===== src/rtl/time_display_mux.sv =====
// Six-digit multiplexed HH:MM:SS 7-segment driver with per-frame input snapshot.
// Define TIME_DISPLAY_12H_EN for 12-hour display with PM indicator on digit 5.
module time_display_mux #(
  parameter int unsigned CLK_HZ  = 50_000_000,
  parameter int unsigned SCAN_HZ = 1000
) (
  input  logic       clk,
  input  logic       reset,
  input  logic [5:0] seconds,
  input  logic [5:0] minutes,
  input  logic [4:0] hours,
  output logic [6:0] seg_n,
  output logic       dp_n,
  output logic [5:0] an_n
);

  // DIV must be at least 2 for the scan to make sense.
  localparam int unsigned DIV = CLK_HZ / (SCAN_HZ * 6);
  localparam int unsigned CW  = (DIV > 1) ? $clog2(DIV) : 1;

  localparam logic [6:0] SegBlank = 7'b1111111;
  localparam logic [6:0] SegDash  = 7'b0111111;

  logic [CW-1:0] div_cnt_q;
  logic [2:0]    idx_q;
  logic          valid_q;
  logic [5:0]    sec_q, min_q;
  logic [4:0]    hr_q;
  logic [6:0]    seg_q, seg_d;
  logic          dp_q, dp_d;
  logic [5:0]    an_q, an_d;
  logic          tick;

  assign tick = (div_cnt_q == CW'(DIV - 1));

  function automatic logic [3:0] tens_of(input logic [5:0] v);
    if (v >= 6'd50)      return 4'd5;
    else if (v >= 6'd40) return 4'd4;
    else if (v >= 6'd30) return 4'd3;
    else if (v >= 6'd20) return 4'd2;
    else if (v >= 6'd10) return 4'd1;
    else                 return 4'd0;
  endfunction

  function automatic logic [3:0] ones_of(input logic [5:0] v);
    logic [5:0] r;
    r = v - (6'(tens_of(v)) * 6'd10);
    return r[3:0];
  endfunction

  function automatic logic [6:0] seg7(input logic [3:0] d);
    case (d)
      4'd0:    return 7'b1000000;
      4'd1:    return 7'b1111001;
      4'd2:    return 7'b0100100;
      4'd3:    return 7'b0110000;
      4'd4:    return 7'b0011001;
      4'd5:    return 7'b0010010;
      4'd6:    return 7'b0000010;
      4'd7:    return 7'b1111000;
      4'd8:    return 7'b0000000;
      4'd9:    return 7'b0010000;
      default: return SegBlank;
    endcase
  endfunction

  always_ff @(posedge clk) begin
    if (reset) begin
      div_cnt_q <= '0;
      idx_q     <= 3'd5;
      valid_q   <= 1'b0;
      sec_q     <= '0;
      min_q     <= '0;
      hr_q      <= '0;
      seg_q     <= SegBlank;
      dp_q      <= 1'b1;
      an_q      <= 6'b111111;
    end else begin
      div_cnt_q <= tick ? '0 : div_cnt_q + 1'b1;
      if (tick) begin
        valid_q <= 1'b1;
        if (idx_q == 3'd5) begin
          idx_q <= 3'd0;
          sec_q <= seconds;
          min_q <= minutes;
          hr_q  <= hours;
        end else begin
          idx_q <= idx_q + 3'd1;
        end
      end
      seg_q <= seg_d;
      dp_q  <= dp_d;
      an_q  <= an_d;
    end
  end

  logic [4:0] hr_disp;
  logic [3:0] h_tens, h_ones, m_tens, m_ones, s_tens, s_ones;
  logic       hr_bad, min_bad, sec_bad;

  always_comb begin
    hr_disp = hr_q;
`ifdef TIME_DISPLAY_12H_EN
    if (hr_q == 5'd0)                         hr_disp = 5'd12;
    else if (hr_q >= 5'd13 && hr_q <= 5'd23)  hr_disp = hr_q - 5'd12;
`endif
    h_tens  = tens_of({1'b0, hr_disp});
    h_ones  = ones_of({1'b0, hr_disp});
    m_tens  = tens_of(min_q);
    m_ones  = ones_of(min_q);
    s_tens  = tens_of(sec_q);
    s_ones  = ones_of(sec_q);
    hr_bad  = (hr_q >= 5'd24);
    min_bad = (min_q >= 6'd60);
    sec_bad = (sec_q >= 6'd60);
  end

  logic [3:0] digit;
  logic       dash, blank;

  always_comb begin
    digit = 4'd0;
    dash  = 1'b0;
    blank = 1'b0;
    case (idx_q)
      3'd0: begin
        digit = h_tens;
        dash  = hr_bad;
`ifdef TIME_DISPLAY_12H_EN
        blank = (h_tens == 4'd0);
`endif
      end
      3'd1:    begin digit = h_ones; dash = hr_bad;  end
      3'd2:    begin digit = m_tens; dash = min_bad; end
      3'd3:    begin digit = m_ones; dash = min_bad; end
      3'd4:    begin digit = s_tens; dash = sec_bad; end
      default: begin digit = s_ones; dash = sec_bad; end
    endcase

    seg_d = SegBlank;
    dp_d  = 1'b1;
    an_d  = 6'b111111;
    if (valid_q) begin
      an_d = ~(6'b000001 << idx_q);
      if (dash)        seg_d = SegDash;
      else if (!blank) seg_d = seg7(digit);
      // Colon blinks at 1 Hz from the seconds LSB.
      if ((idx_q == 3'd1 || idx_q == 3'd3) && !sec_q[0]) dp_d = 1'b0;
`ifdef TIME_DISPLAY_12H_EN
      if (idx_q == 3'd5 && hr_q >= 5'd12) dp_d = 1'b0;
`endif
    end
  end

  assign seg_n = seg_q;
  assign dp_n  = dp_q;
  assign an_n  = an_q;

endmodule


===== config.mk =====
export PLATFORM = sky130hd
export DESIGN_NAME = time_display_mux
export DESIGN_NICKNAME = d
export VERILOG_FILES = /design/src/rtl/time_display_mux.sv
export SDC_FILE = /design/constraint.sdc
export NUM_CORES = 1
export LEC_CHECK = 0
export ABC_AREA = 1
export BUFFER_PORTS_ARGS = -buffer_cell sky130_fd_sc_hd__buf_2
export CAP_MARGIN = 20
export CORE_ASPECT_RATIO = 0.5
export CORE_MARGIN = 5
export CORE_UTILIZATION = 48
export DETAILED_ROUTE_END_ITERATION = 10
export HOLD_SLACK_MARGIN = 0.08
export PLACE_DENSITY_LB_ADDON = 0.15
export SLEW_MARGIN = 20
export SYNTH_ARGS = -nofsm -noshare
export SYNTH_HDL_FRONTEND = slang
export SYNTH_SLANG_ARGS = --single-unit

===== constraint.sdc =====
create_clock -name clk -period 2.8 [get_ports clk]
set_clock_uncertainty 0.15 [all_clocks]
set_input_delay 0.28 -clock clk [delete_from_list [all_inputs] [get_ports clk]]
set_output_delay 0.28 -clock clk [all_outputs]
set_load 0.005 [all_outputs]

---- Word level (Yosys, flattened, before mapping) ----
Memories as Yosys holds them, arrays and structs flattened.
Index checks and enable logic that the tools add are counted.
word-level totals
  register bits after elaboration ......... 49
  latch bits .............................. 0
  bits in writable memories ............... 0
  memory bits (read-only) ................. 112
  output and inout bits ................... 14
  logic and storage cells ................. 76
  memories kept ........................... 1
memories
  name              words  width  read ports  clocked after Yosys merged registers in  wr ports  RTL line  RTL
  (name not given)  16     7      1           0                                        0         52        case (d)
operators by class
  add/subtract/negate cells ............... 5
  $mul .................................... 3
  divide/modulo/power cells ............... 0
  $lt $le $gt $ge ......................... 18
  equal/unequal tests ..................... 6
  shifts and indexed selects .............. 1
  mux-type cells .......................... 20
  bitwise gates (word level) .............. 2
  reductions and logical operators ........ 10
operator list
  operator                 count
  $ge A6 B6 Y1 const B     6
  $mux W4                  8
  $ge A6 B5 Y1 const B     4
  $pmux W4 S5              1
  $ge A5 B5 Y1 const B     3
  $add A14 B1 Y14 const B  1
  $eq A14 B14 Y1 const B   1
  $ge A5 B6 Y1 const B     2
  $ge A6 B4 Y1 const B     2
  $sub A4 B4 Y4            3
  $mux W3                  3
  $mul A4 B3 Y3 const B    2
  $reduce_or A2 Y1         4
  $mux W7                  1
  $eq A3 B2 Y1 const B     2
  $eq A3 B3 Y1 const B     2
  $not A6 Y6               1
  $shl A1 B3 Y6 const A    1
  $ge A5 B4 Y1 const B     1
  $mux W1                  4
  $mux W2                  2
  $add A3 B1 Y3 const B    1
  $eq A3 B1 Y1 const B     1
  $logic_not A3 Y1         1
  other kinds (8)          8

---- Longest topological paths before layout ----
Gate-level depths: netlist (run 1).
An unclocked memory read counts as a cell.
  depth after elaboration ................. 11
  depth in mapped cells ................... 20
  depth with buffers taken out ............ 20

---- Least setup slack after synthesis (run 1) ----
OpenSTA, ideal clock, no wires.
  path type ............................... register to register
  from .................................... register min_q[2]
  to ...................................... register seg_q[6] (netlist: seg_n[6])
  library setup time ...................... 0.060 ns
  arrival ................................. 2.217 ns
  path slack .............................. 0.373 ns
  stages on the path, launching flop included .. 20
  buffers on the path ..................... 0
  cell sequence ........................... dfxtp_1 -> nor2_1 -> nand2_1 -> nand2_1 -> nand2_1 -> nand2_1 -> nand2_1 -> nand2_1 -> ha_1 -> inv_1 -> fa_1 -> xnor2_1 -> nand3_1 -> nand3_1 -> nand2_1 -> nor2_1 -> nand2_1 -> nand2_1 -> nand2_1 -> nand2_1
between the ends
  cells in the longest elaborated chain, start to end .. 11
ends and longest elaborated chain
  element                   RTL line  RTL
  start: declaration        27        logic [5:0] sec_q, min_q;
  start signal: assignment  85        min_q <= minutes;
  $ge A6 B4 Y1              41        else if (v >= 6'd10) return 4'd1;
  $mux W1                   41
  $mux W4                   40        else if (v >= 6'd20) return 4'd2;
  $mux W4                   39        else if (v >= 6'd30) return 4'd3;
  $mux W4                   38        else if (v >= 6'd40) return 4'd4;
  $mux W4                   37        if (v >= 6'd50) return 4'd5;
  $mul A4 B3 Y3             47        r = v - (6'(tens_of(v)) * 6'd10);
  $sub A4 B4 Y4             47
  $pmux W4 S5               125       case (idx_q)
  $mem_v2 Z16 W7            n/a
  $mux W7 *                 145       if (dash) seg_d = SegDash;
  end signal: assignment    75        seg_q <= SegBlank;
  end signal: assignment    91        seg_q <= seg_d;
  end: declaration          29        logic [6:0] seg_q, seg_d;
Mark *: on every way between the ends. The rest lies on a longest branch, timed or not.
A chain may end at the register's enable or synchronous reset.

---- Final worst setup path (run 1) ----
  from .................................... register min_q[3]
  to ...................................... register seg_q[5] (netlist: seg_n[5])
between the ends
  cells in the longest elaborated chain, start to end .. 10
ends and longest elaborated chain
  element         RTL line
  $ge A6 B4 Y1    41
  $mux W1         41
  $mux W4         40
  $mux W4         39
  $mux W4         38
  $mux W4         37
  $mul A4 B3 Y3   47
  $sub A4 B4 Y4   47
  $pmux W4 S5     125
  $mem_v2 Z16 W7  n/a
Several ways; a longest one is shown, not always the timed one.

==> impl_metrics.ini, run 1 <==
[global_route]
antenna_found_initial = 0
grt-ovfl-total = 0
track_usage_pct = 16.3
grt_pass1_vias = 2186
grt_max_degree = 35
grt_pass1_wl_um = 9560

[pwr]
powerDensity_nw_per_um2 = 425
ir_drop_mv = 0.328
p_leak_uw = 0.00140

[clock_network]
h-tree-depth = 2
cts_made_buffers = 5
cts.sinks = 49
clk_pin_slew_worst_paths_ps = 90
cts-root-buf = clkbuf_8
cts_max_path_buffers = 2
clock_latency_ps = 300
cts_tree = done

[setup_path]
crit_fanout = 6
cp.arrival_ps = 2620
crit_required_ps = 2850
path_class = flip-flop to flip-flop
setup.worst_path.start_class = flip-flop
worst_setup_path_end_kind = flip-flop

[floorplanning]
die_w_um = 115
die_h_um = 62.3
placementRows = 19
boundaryPins = 33
die_area_um2 = 7130
initial_core_util_pct = 48.6
coreArea_um2 = 5400

[placement]
placed_area_um2 = 2880
io_buffers = 32
place_congestion = 0.866
hpwl_um = 4310
dp_slack_ps = 85.4

[yosys]
yosysSeqAreaShare_pct = 37.4
synthSimpleGateAreaFrac_pct = 30.1
synth_nets = 412
synth_compound_area_share_pct = 14.1
synth_top_family_by_area = simple AND/OR/NAND/NOR gates
synthAdderAreaFrac_pct = 6.58
synth-seq-cells = 49
syn_area_per_cell_um2 = 6.88
synthFlopType = dfxtp_1
synthMuxAreaShare_pct = 0
yosysWarnings = 0
syn_inst = 381
ys_types = 35
async_flop_share_pct = 0
synth-edff-count = 0
synth_area_um2 = 2620
synthXorXnorAreaFrac_pct = 1.67

[hold_path]
hp-class = input pin to flip-flop

[sta]
finalSetupViolCount = 0
maxSlewViolCount = 0
slew_headroom_pct = 63.8
hold_viol_final = 0
setup_ws_ps = 230
fin_hold_ws_ps = 107
layout_min_cycle_time_ps = 2570
finalCritPeriodShare_pct = 91.8
max_freq_mhz = 389
worstMarginPinSlew_ps = 542

[route]
drt_wl_total_um = 5650
dr.pass1.iters = 4
routed_via_density = 4.88
via_count = 2414
wl_per_cell_um = 11.4
drt-initial-drc-count = 113
ant_nets = 0
drc_errors = 0

[final_layout]
final_common_cell = nand2_1
syn_to_final_growth_pct = 17.8
fillers = 527
final_cell_mix = 95 x nand2_1, 60 x inv_1, 40 x dfxtp_1
final_cell_area_um2 = 3090
nNetsFinal = 452
drive_above_1_share_pct = 18.7
antenna_cells = 0

[job]
cap_violations = 0

[outcome]
outcome = finished, final reports clean
-- cells in the mapped netlist, types with 2 or more instances --
library cell  instances  area (µm²)
or2_2                 3        18.8
fa_1                  3        60.1
a21oi_1              27         135
nand4_1               3        18.8
xor2_1                4        35.0
o21ai_1               2        10.0
nor2_1               32         120
nand2_1              97         364
nand2_4               2        22.5
inv_1                60         225
inv_2                 4        15.0
nand3_1              24         120
nor3b_1               2        15.0
o311ai_0              2        17.5
dfxtp_1              49         981
ha_1                  9         113
o21ai_0              25         125
nor3_1               11        55.1
clkbuf_1              6        22.5
-- kinds of logic (layout without fill, tap and decap cells) --
group	after synthesis	after routing
compound gates	64	64
flops	49	49
xor+xnor	5	5
fa+ha+maj	12	12
buf+inv	71	112
simple gates	180	180
-- report_power, final --
group          switching [µW]  leakage (µW)  internal, µW
Sequential               3.64      0.000401           696
Combinational            62.8      0.000941          41.5
Clock                     240     0.0000554           268
Total                     307       0.00140          1010
-- path summary, 6_finish.rpt --
| check | cells after the start | from | end | slack, ps |
|---|---|---|---|---|
| min reg2reg | 2 | hr_disp[0]$_SDFFE_PP0P_ | hr_disp[0]$_SDFFE_PP0P_ | 310 |
| min | 3 | seconds[2] | sec_q[2]$_SDFFE_PP0P_ | 110 |
| max | 16 | min_q[3]$_SDFFE_PP0P_ | seg_n[5]$_SDFF_PP1_ | 230 |
| max reg2reg | 16 | min_q[3]$_SDFFE_PP0P_ | seg_n[5]$_SDFF_PP1_ | 230 |
-- flip-flops by register name (all words and copies together), names as in the netlist --
signal     flops
hr_disp        5
seg_n          7
dp_n           1
min_q          6
div_cnt_q     14
sec_q          6
valid_q        1
idx_q          3
an_n           6
-- per-layer routing --
| metal | vias to the layer above | GRT usage, % | wire [µm] |
|---|---|---|---|
| met5 | - | 0 | 0 |
| met4 | 0 | 4.89 | 53 |
| met3 | 4 | 3.98 | 220 |
| met2 | 25 | 26.3 | 2710 |
| met1 | 1091 | 21.5 | 2660 |
| li1 | 1294 | - | - |
-- repair_timing --
action                     in CTS  in global routing
setup buffers                   0                  2
setup endpoints to repair       0                  7
gates resized for setup         0                 29
hold endpoints to repair        0                  1
hold buffers                    0                  1
-- layout make-up --
cell class	count	area (µm²)	area share, %
multi-input combinational	261	1420	45.9
sequential	49	1000	32.5
inverter	64	240	7.78
timing repair buffer	40	223	7.21
tap	73	91.3	2.96
clock buffer	6	72.6	2.35
clock inverter	2	38.8	1.26
-- stage by stage --
stage	setup TNS [ps]	std cells	power [µW]	util [%]
final	0	495	1310	57.2
after global routing	-8.96	495	1380	57.2
after CTS	0	492	1340	55.5
after detailed placement	0	484	825	53.4
after global placement	0	484	823	53.4
after floorplan	0	381	794	-
-- worst max-delay path, cell delays in order (launching register included) --
cell and delay (ps):
dfxtp_4 380, nand2_1 100, nor2_1 50, nor2_1 110
nand2_2 80, nand2_1 60, nand2_1 60, ha_1 280
nor2_1 40, nor2_1 100, nand3_1 130, o21bai_4 190
inv_1 100, ha_1 200, or2_2 290, nand3_1 80
nand2_1 50
No activity file was read; power rests on OpenSTA's default activity.
==> inputs of run 2 (changes only) <==
Settings changed: TNS_END_PERCENT from default to 50.
Clock period 2.8 ns to 2.24 ns, I/O delays scaled along.
==> run 2 against run 1 <==
Against the previous run: the flow now finishes with violations (negative setup slack); flip-flop and latch count did not move; setup slack got worse by 490 ps; count of clock-buffer cells in the layout down 1; routed wire length grew 16%; combinational power rose by 67%; largest power group unchanged; highest routed layer unchanged.
==> impl_metrics.ini, run 2 (synthesized netlist as in run 1, its figures left out) <==
[route]
drc_errors = 0
dr.pass1.iters = 5
wl_per_cell_um = 11.9
routed_via_density = 4.87
drt_wl_total_um = 6570
drt-initial-drc-count = 152
via_count = 2689
ant_nets = 0

[final_layout]
final_cell_area_um2 = 3660
largest_register_ff_count = 14
syn_to_final_growth_pct = 39.4
regMostFlops = div_cnt_q
final_common_cell = nand2_1
antenna_cells = 0
nNetsFinal = 510
drive_above_1_share_pct = 31.3
fillers = 428
fin_util_pct = 67.7
final_cell_mix = 81 x nand2_1, 55 x inv_1, 50 x buf_4

[placement]
placed_area_um2 = 3210
hpwl_um = 4780
io_buffers = 32
place_congestion = 0.864

[floorplanning]
coreArea_um2 = 5400
placementRows = 19
die_h_um = 62.3
initial_core_util_pct = 48.6
die_area_um2 = 7130
die_w_um = 115
boundaryPins = 33

[sta]
worstMarginPinSlew_ps = 516
setup_ws_ps = -257
layout_min_cycle_time_ps = 2500
finalCritPeriodShare_pct = 111
slew_headroom_pct = 65.5
rsz0062_at_grt = true
hold_viol_final = 0
finalSetupViolCount = 7
maxSlewViolCount = 0
max_freq_mhz = 401

[pwr]
ir_drop_mv = 0.320
p_leak_uw = 0.00168
total_power_uw = 1560
powerDensity_nw_per_um2 = 428

[global_route]
grt-ovfl-total = 0
grt_max_degree = 35
gr-usage-met3_pct = 4.95
grt_pass1_vias = 2480
grt_util_met2_pct = 30.0
track_usage_pct = 18.4
grt_pass1_wl_um = 10700
antenna_found_initial = 0
busiest_layer = met2
use_met1_pct = 23.8

[setup_path]
max_stage_delay_ps = 410
setup.worst_path.start_class = flip-flop
path_cells = nand2_2 -> nor2_1 -> nor2_1 -> nand2_2 -> nand2_2 -> inv_2 -> ha_4 -> inv_2 -> fa_2 -> or2_1 -> nand2_4 -> nand2_4 -> inv_2 -> nand2_1 -> nand2_1 -> nand3_1
crit_fanout = 6
crit_start = sec_q[3]$_SDFFE_PP0P_
reg2reg_from = sec_q[3]$_SDFFE_PP0P_
path_class = flip-flop to flip-flop
cpMaxStageDelayCell = fa_2
path_delay_family = simple AND/OR/NAND/NOR gates
crit_required_ps = 2260
critPathBufInv = 3
cp.arrival_ps = 2520
worst_setup_path_end_kind = flip-flop

[clock_network]
clock_latency_ps = 310
cts_tree = done
cts-root-buf = clkbuf_8
clk_pin_slew_worst_paths_ps = 90
cts.sinks = 49
h-tree-depth = 2
cts_max_path_buffers = 2
cts_made_buffers = 5

[hold_path]
hold_start = minutes[1]
hp-class = input pin to flip-flop

[outcome]
outcome = finished, violations left
violations = negative setup slack

[job]
cap_violations = 0
==> run 2: final cells by class <==
class                   count  area [µm²]  area share (%)
clock buffers               5        68.8            1.88
clock inverters             2        13.8           0.376
inverters                  64         243            6.64
multi-input cells         261        1540            42.1
flip-flops and latches     49        1000            27.4
well taps                  73        91.3            2.50
repair buffers             98         697            19.1
==> run 2: worst reg2reg max path, delay by kind of cell (launching register included) <==
kind	cells	cell delay, ps
adder cells (fa/ha/maj)	2	550
AND/OR/NAND/NOR	11	1140
buffers and inverters	3	130
flip-flops	1	380
==> run 2: per-stage QoR <==
step	worst slack, ps	TNS [ps]	hold WS, ps	cells
after floorplan	-106	-706	254	381
after global placement	-289	-1870	291	524
after detailed placement	-339	-2180	296	524
after CTS	-248	-1590	83.1	550
after global routing	-378	-2470	82.2	552
final	-257	-1680	86.1	552
==> run 2: metal layers <==
metal  vias to the layer above  routed length (µm)
li1                       1404                   -
met2                        57                3190
met1                      1219                2970
met3                         9                 358
met4                         0                  57
met5                         -                   0
==> run 2: final timing paths <==
kind                                              end  slack, ps  cells after the start
worst max-delay path              seg_n[4]$_SDFF_PP1_       -260                     16
worst max register to register    seg_n[4]$_SDFF_PP1_       -260                     16
worst min register to register  min_q[0]$_SDFFE_PP0P_        310                      2
worst min-delay path            min_q[1]$_SDFFE_PP0P_         90                      3
==> run 2: power breakdown <==
| part | switching, µW | total (µW) | leakage (µW) | internal, µW |
|---|---|---|---|---|
| clock network | 299 | 515 | 0.0000444 | 216 |
| registers | 4.30 | 875 | 0.000401 | 870 |
| logic | 91.8 | 174 | 0.00124 | 81.7 |
==> run 2: repair_timing <==
item,in CTS,in global routing
pin swaps,12,14
hold endpoints to repair,15,0
setup buffers,4,2
hold buffers,15,0
resized for setup,22,33
endpoints found under the setup margin,7,7
==> inputs of run 3 (changes only) <==
Settings changed: HOLD_SLACK_MARGIN 0.08 to 0.03, SETUP_SLACK_MARGIN from default to 0.15.
==> run 3 against run 2 <==
Against the previous run: the flow still finishes with violations (negative setup slack); total power shrank 1.3%; sequential share of layout area increased by 1.1 points; register-to-register slack gained 20 ps; critical path depth stayed put; final area fell by 3.8%; flip-flop and latch count unchanged; non-clock buffer count is 14 lower; fmax rose by 0.75%; combinational power shrank 13%; sequential power is essentially flat; critical endpoint is now seg_n[5]$_SDFF_PP1_.
==> impl_metrics.ini, run 3 (synthesized netlist as in run 1, its figures left out) <==
[outcome]
outcome = finished, violations left
violations = negative setup slack

[floorplanning]
die_area_um2 = 7130
initial_core_util_pct = 48.6
placementRows = 19
die_h_um = 62.3
boundaryPins = 33
die_w_um = 115
coreArea_um2 = 5400

[global_route]
grt_max_degree = 35
track_usage_pct = 17.6
grt_pass1_wl_um = 10300
antenna_found_initial = 0
grt_pass1_vias = 2385
grt-ovfl-total = 0

[setup_path]
path_cells = nor2_4 -> nand2_1 -> nand2_1 -> nand2_1 -> nand2_2 -> nand2_2 -> nand2_2 -> ha_4 -> inv_2 -> fa_2 -> a21oi_2 -> nand3_2 -> nand2_4 -> nand2_4 -> a21boi_4 -> nand2_1
cpMaxStageDelayCell = fa_2
max_stage_delay_ps = 410
setup.worst_path.start_class = flip-flop
cp.arrival_ps = 2530
crit_fanout = 6
path_common_cell = nand2_1
crit_required_ps = 2290
path_class = flip-flop to flip-flop
worst_setup_path_end_kind = flip-flop

[pwr]
total_power_uw = 1540
p_leak_uw = 0.00163
powerDensity_nw_per_um2 = 439
ir_drop_mv = 0.315

[final_layout]
seqCellArea_um2 = 1000
antenna_cells = 0
multiInputGateArea_um2 = 1540
final_common_cell = nand2_1
regMostFlops = div_cnt_q
syn_to_final_growth_pct = 34.1
fillers = 447
nNetsFinal = 496
drive_above_1_share_pct = 32.7
final_cell_mix = 80 x nand2_1, 55 x inv_1, 51 x buf_4
largest_register_ff_count = 14

[sta]
setup_ws_ps = -238
finalCritPeriodShare_pct = 111
worstMarginPinSlew_ps = 520
finalSetupViolCount = 7
rsz0062_at_grt = true
maxSlewViolCount = 0
hold_viol_final = 0
max_freq_mhz = 404
layout_min_cycle_time_ps = 2480
slew_headroom_pct = 65.3
fin_setup_tns_ps = -1650

[route]
ant_nets = 0
drt_wl_total_um = 6320
wl_per_cell_um = 11.8
dr.pass1.iters = 5
via_count = 2628
drt-initial-drc-count = 113
drc_errors = 0
routed_via_density = 4.88

[clock_network]
postCtsHoldBufs = 0
cts.sinks = 49
clk_pin_slew_worst_paths_ps = 90
clock_latency_ps = 310
cts_max_path_buffers = 2
cts_made_buffers = 5
cts-root-buf = clkbuf_8
cts_tree = done
h-tree-depth = 2

[placement]
place_congestion = 0.864
hpwl_um = 4780
io_buffers = 32
dp_slack_ps = -339

[job]
cap_violations = 0

[hold_path]
hp-class = input pin to flip-flop
==> run 3: cell types whose count changed in the layout (fill, tap and decap cells not counted) <==
cell           change
nand2_1            -1
dlygate4sd3_1     -15
buf_4              +1
nand2_2            +1
==> run 3: power by group <==
group | switching, µW | internal (µW) | total, µW
Combinational | 87.2 | 64.7 | 152
Sequential | 4.30 | 870 | 875
Clock | 300 | 216 | 516
==> run 3: worst max-delay path, delay by kind of cell, from the launching register on <==
kind / cells / cell delay [ps]
compound gates: 2 / 380
fa+ha+maj: 2 / 540
buf+inv: 1 / 30
flops: 1 / 390
simple gates: 11 / 890
==> run 3: area by class of cell <==
cell class	count	area share, %
multi-input combinational	261	43.9
clock buffer	5	1.96
sequential	49	28.5
timing repair buffer	84	15.8
inverter	64	6.90
clock inverter	2	0.391
tap	73	2.60
==> run 3: per-layer routing <==
metal / global-route usage [%] / wire [µm] / part of all wire, % / vias up
met3: 4.75 / 362 / 5.7 / 11
met5: 0 / 0 / 0 / -
met1: 23.0 / 2900 / 46 / 1174
met2: 28.6 / 2980 / 47 / 63
met4: 5.04 / 74 / 1.2 / 0
li1: - / - / - / 1380
==> run 3: timing repair <==
| item | 4_1_cts | 5_1_grt |
|---|---|---|
| setup endpoints to repair | 7 | 7 |
| pin swaps | 12 | 14 |
| gates cloned | 0 | 0 |
| gates resized for setup | 22 | 34 |
| setup buffers | 4 | 3 |
==> run 3: final timing paths <==
path | start | end | slack [ps] | cells past startpoint
worst max-delay path | min_q[3]$_SDFFE_PP0P_ | seg_n[5]$_SDFF_PP1_ | -240 | 16
worst max register to register | min_q[3]$_SDFFE_PP0P_ | seg_n[5]$_SDFF_PP1_ | -240 | 16
worst min register to register | min_q[0]$_SDFFE_PP0P_ | min_q[0]$_SDFFE_PP0P_ | 310 | 2
worst min-delay path | seconds[3] | sec_q[3]$_SDFFE_PP0P_ | 40 | 3
==> run 3: metrics by stage <==
step | instance area [µm²] | util, % | hold WS (ps) | instances
after floorplan | 2650 | - | 254 | 381
after global placement | 3210 | 59.5 | 291 | 524
after detailed placement | 3210 | 59.5 | 296 | 524
after CTS | 3390 | 62.8 | 32.3 | 535
after global routing | 3520 | 65.2 | 51.0 | 538
final | 3520 | 65.2 | 36.6 | 538
